--- config.mk ---
export PLATFORM = sky130hd
export DESIGN_NAME = cover_toggle_tracker
export DESIGN_NICKNAME = d
export VERILOG_FILES = /design/src/rtl/cover_toggle_tracker.sv
export SDC_FILE = /design/constraint.sdc
export NUM_CORES = 1
export LEC_CHECK = 0
export ABC_AREA = 1
export BUFFER_PORTS_ARGS = -buffer_cell sky130_fd_sc_hd__buf_2
export CORE_AREA = 5 5 128 130
export DETAILED_ROUTE_END_ITERATION = 8
export DIE_AREA = 0 0 133 135
export SLEW_MARGIN = 20
export SYNTH_ARGS = -nofsm -noshare
export SYNTH_HDL_FRONTEND = slang
export SYNTH_SLANG_ARGS = --single-unit
--- constraint.sdc ---
create_clock -name clock -period 7.7 [get_ports clock]
set_clock_uncertainty 0.2 [all_clocks]
set_input_delay 0.385 -clock clock [delete_from_list [all_inputs] [get_ports clock]]
set_output_delay 0.385 -clock clock [all_outputs]
set_load 0.005 [all_outputs]
--- src/rtl/cover_toggle_tracker.sv ---
// Toggle/level coverage collector: records first hits per slot in a bitmap and
// streams newly covered points as global indices over a valid/ready interface.
module cover_toggle_tracker #(
    parameter int unsigned      WIDTH       = 16,
    parameter int unsigned      MODE        = 1,
    parameter int unsigned      DEDUP       = 1,
    parameter longint unsigned  COVER_INDEX = 0,
    parameter longint unsigned  COVER_TOTAL = 11747,
    localparam int unsigned     NSLOT       = (MODE != 0) ? 2 * WIDTH : WIDTH,
    localparam int unsigned     CW          = $clog2(NSLOT + 1)
) (
    input  logic              clock,
    input  logic              reset,
    input  logic              enable,
    input  logic              clear,
    input  logic [WIDTH-1:0]  valid,
    output logic              rpt_valid,
    input  logic              rpt_ready,
    output logic [63:0]       rpt_index,
    output logic              rpt_rise,
    output logic [CW-1:0]     hit_count,
    output logic [15:0]       drop_count
);

    localparam int unsigned SW = (NSLOT > 1) ? $clog2(NSLOT) : 1;

    if (WIDTH < 1 || WIDTH > 256) begin : g_bad_width
        $error("cover_toggle_tracker: WIDTH must be in 1..256");
    end
    if (COVER_INDEX + 64'(NSLOT) > COVER_TOTAL) begin : g_bad_index
        $error("cover_toggle_tracker: cover indices exceed COVER_TOTAL");
    end

    logic [WIDTH-1:0] prev;
    logic             prev_ok;
    logic [NSLOT-1:0] hit;
    logic [NSLOT-1:0] pending;

    logic             sample_ok;
    logic [NSLOT-1:0] ev;
    logic [NSLOT-1:0] newhit;
    logic [NSLOT-1:0] pend_set;
    logic [NSLOT-1:0] merge;
    logic [NSLOT-1:0] issue_vec;
    logic [SW-1:0]    sel;
    logic             found;
    logic             can_issue;
    logic             do_issue;
    logic [31:0]      drop_sum;
    logic [15:0]      drop_next;

    function automatic logic [CW-1:0] popcnt(input logic [NSLOT-1:0] v);
        logic [CW-1:0] cnt;
        cnt = '0;
        for (int i = 0; i < int'(NSLOT); i++) begin
            cnt = cnt + CW'(v[i]);
        end
        return cnt;
    endfunction

    // No edges on the first enabled sample, and events are discarded under clear
    assign sample_ok = enable & prev_ok & ~clear;

    if (MODE != 0) begin : g_toggle
        for (genvar i = 0; i < int'(WIDTH); i++) begin : g_bit
            assign ev[2*i]   = sample_ok &  valid[i] & ~prev[i];
            assign ev[2*i+1] = sample_ok & ~valid[i] &  prev[i];
        end
    end else begin : g_level
        assign ev = {NSLOT{sample_ok}} & valid;
    end

    // Lowest-numbered pending slot, taken from the pre-edge pending set
    always_comb begin
        found = 1'b0;
        sel   = '0;
        for (int s = int'(NSLOT) - 1; s >= 0; s--) begin
            if (pending[s]) begin
                found = 1'b1;
                sel   = SW'(s);
            end
        end
    end

    assign can_issue = ~rpt_valid | rpt_ready;
    assign do_issue  = can_issue & found & ~clear;

    always_comb begin
        issue_vec = '0;
        if (do_issue) begin
            issue_vec[sel] = 1'b1;
        end
    end

    // A new event re-sets pending after a same-edge issue, so the event wins
    always_comb begin
        newhit   = ev & ~hit;
        pend_set = newhit;
        merge    = '0;
        if (DEDUP == 0) begin
            pend_set = ev;
            merge    = ev & pending & ~issue_vec;
        end
    end

    assign drop_sum  = 32'(drop_count) + 32'(popcnt(merge));
    assign drop_next = (drop_sum > 32'h0000_FFFF) ? 16'hFFFF : drop_sum[15:0];

    always_ff @(posedge clock or negedge reset) begin
        if (!reset) begin
            prev    <= '0;
            prev_ok <= 1'b0;
        end else if (enable) begin
            prev    <= valid;
            prev_ok <= 1'b1;
        end
    end

    always_ff @(posedge clock or negedge reset) begin
        if (!reset) begin
            hit        <= '0;
            pending    <= '0;
            hit_count  <= '0;
            drop_count <= '0;
        end else if (clear) begin
            hit        <= '0;
            pending    <= '0;
            hit_count  <= '0;
            drop_count <= '0;
        end else begin
            hit        <= hit | newhit;
            pending    <= (pending & ~issue_vec) | pend_set;
            hit_count  <= hit_count + popcnt(newhit);
            drop_count <= drop_next;
        end
    end

    // Report register: holds while stalled, reloads or empties on a free slot
    always_ff @(posedge clock or negedge reset) begin
        if (!reset) begin
            rpt_valid <= 1'b0;
            rpt_index <= '0;
            rpt_rise  <= 1'b0;
        end else if (can_issue) begin
            if (do_issue) begin
                rpt_valid <= 1'b1;
                rpt_index <= COVER_INDEX + 64'(sel);
                rpt_rise  <= (MODE != 0) ? ~sel[0] : 1'b1;
            end else begin
                rpt_valid <= 1'b0;
            end
        end
    end

endmodule
==> metrics.txt <==
post-synthesis cell type count=33; setup_tns=0 ps; Slew headroom=43.7%; number of non-filler instances in the completed layout=935; number of global-route vias before repair=4036; first-pass GRT wire length=21200 um; initial antenna violation count=0; hold slack=76.5 ps; Post-CTS Setup Bufs=0; die width=133 um; Initial Util=39.5%; Crit path buffers/inverters=3; Worst Hold Endpoint=prev[10]$_DFFE_PN0P_; vias per cell=4.56; Die Area=18000 um2; Starting DRT DRC Count=237; Tot GR Track Use=15.1%; most common cell after layout, fill and taps aside=inv_1; Worst Reg-to-Reg Cells=19; Worst Min Path Start=valid[10]; Row Count=45; Max Freq=160 MHz; Yosys reg bits=95; crit share post-route=80.9%; hold crit path type=input port to flip-flop; Crit path depth=18; RePlAce Congestion=0.827; Top delay family on crit path=adder cells; unrepaired setup endpoints after global routing=false; Peak VDD IR=0.108 mV; Final Instance Area=6350 um2; core area=15000 um2; Slew Viols, Final=0; Combinational Power Share=28.8%; mapped cell area=5930 um2; Worst Setup End Kind=flip-flop; antenna-violating nets left=0; Clock Tree Root=clkbuf_16; Clock Tree Buf Depth=2; TritonRoute pass-1 iters=4; CTS Buf Count=9; leak pwr=0.00320 uW; Seq pwr share=39.4%; Power Density=227 nW/um2; CP cell instances=buf_2 -> nand2_1 -> inv_1 -> nand3_1 -> nor2_1 -> fa_1 -> inv_1 -> fa_1 -> fa_1 -> fa_1 -> fa_1 -> fa_1 -> fa_1 -> fa_1 -> nor3_1 -> a211oi_1 -> o21ai_0 -> a21oi_1; setup slack at placement=1080 ps; Post-Syn Instances=712; most frequent cells in the layout=122 x inv_1, 95 x dfrtp_1, 91 x nand2_1; largest net degree at the start of global routing=76; post-synthesis sequential area ratio=40.1%; R2R Path End=hit_count[4]$_DFF_PN0_; NetSw=482 uW; number of flops mapped to enable cells by yosys=0; Crit-path slowest cell=fa_1; total gr overflow=0; diodes inserted=0; Nets=802; Crit path arrival time=6260 ps; Placed Area=6020 um2; placed cells=918; Finish-stage setup viols=0; dpl hpwl=9920 um; asr flop ratio synth=100%; Net Sw Frac=33.5%; WL final=13200 um; Sinks on Clock Net=95; Area Growth Syn to Fin=7.04%; count of final hold-check violations=0; Setup CP Type=input port to flip-flop; worst setup margin=1470 ps; crit-path max FO=34; outcome=finished, final reports clean; RR Startpoint=prev_ok$_DFFE_PN0P_; Top FF cell, synth=dfrtp_1; buffers added on ports=49; Tightest Pin Transition=836 ps; Worst-Skew Late Latency=360 ps; DRC=0; CP peak stage delay=530 ps; TritonCTS clock tree=yes; Worst Path Required=7730 ps; Routed WL per cell=14.1 um; Avg Cell Area, Syn=8.33 um2; Max Cap Viol=0; Die Ht=135 um; H-tree Lvls=3; Worst Hold Depth=3; Crit path top cell by count=fa_1; layout cells sized above 1=13.1%; Internal Pwr Total=958 uW; Worst setup SP type=input port; Via Count=4268; fin crit period=6230 ps; YS warnings=0; clock network fraction of total power=31.8%; Worst R2R Setup Slack=1500 ps; Worst-path clk slew=60 ps; io pins=109
## synthesized netlist by cell type (all sizes together), types with 2 or more instances
master / count / area (um2)
clkbuf: 14 / 52.6
buf: 79 / 589
nand4: 17 / 106
nor2: 81 / 304
nor4: 5 / 31.3
a211oi: 2 / 15.0
or2: 2 / 12.5
ha: 12 / 150
nand2: 102 / 443
inv: 123 / 462
o21ai: 25 / 125
nor3: 17 / 85.1
xnor2: 2 / 17.5
dfrtp: 95 / 2380
nand3: 41 / 240
o21a: 2 / 15.0
a21oi: 58 / 317
o31ai: 5 / 47.5
fa: 26 / 521
## worst max path at each step
stage,start,to
2_1_floorplan,clear,hit_count[4]$_DFF_PN0_
3_3_place_gp,enable,hit_count[4]$_DFF_PN0_
4_1_cts,enable,hit_count[4]$_DFF_PN0_
3_5_place_dp,enable,hit_count[4]$_DFF_PN0_
5_1_grt,enable,hit_count[4]$_DFF_PN0_
6_report,enable,hit_count[4]$_DFF_PN0_
## worst min-delay path: cells and delay by family
| kind | cells | cell delay, ps |
|---|---|---|
| compound gates | 1 | 60 |
| simple gates | 1 | 50 |
| buf+inv | 1 | 100 |
## per-layer routing
metal	wire [um]	vias to the layer above	GRT usage, %
li1	-	2158	-
met1	6510	2006	22.1
met2	5800	90	22.0
met3	677	14	3.46
met4	206	0	5.25
met5	0	-	0
## power by group through the flow
stage / clock (uW) / combinational, uW / sequential (uW)
detailed placement: 0 / 419 / 577
floorplan: 0 / 323 / 575
CTS: 473 / 420 / 568
global route: 490 / 482 / 574
finish: 459 / 414 / 568
global placement: 0 / 410 / 577
## stage by stage
step | util, % | power, uW
3_3_place_gp | 40.1 | 987
3_5_place_dp | 40.1 | 995
4_1_cts | 42.1 | 1460
6_report | 42.3 | 1440
5_1_grt | 42.3 | 1550
2_1_floorplan | - | 898
## state kept, by name (all words and copies together) (netlist names)
name,flops
hit_count,6
rpt_index,5
pending,32
rpt_rise,1
rpt_valid,1
prev,16
hit,32
prev_ok,1
drop_count,1
## final cells by class
type,count,area (um2)
Clock buffer,12,256
Timing Repair Buffer,55,308
Multi-Input combinational cell,458,2670
Sequential cell,95,2380
Fill cell,1540,8680
Clock inverter,3,42.5
Inverter,124,465
Tap cell,188,235
## what timing repair did
item	CTS	global route
hold buffers	1	0
endpoints found under the setup margin	0	0
hold endpoints to repair	20	0
gates resized for setup	0	0
## kinds of logic after synthesis
family | after synthesis | synth area share, %
AOI/OAI and AO/OA | 94 | 9.02
xor gates and xnor gates | 2 | 0.295
DFF | 95 | 40.1
and+or+nand+nor | 265 | 20.6
buffers and inverters | 217 | 18.7
other | 1 | 0.0632
adders and majority gates | 38 | 11.3
(Power assumes the default switching activity.)
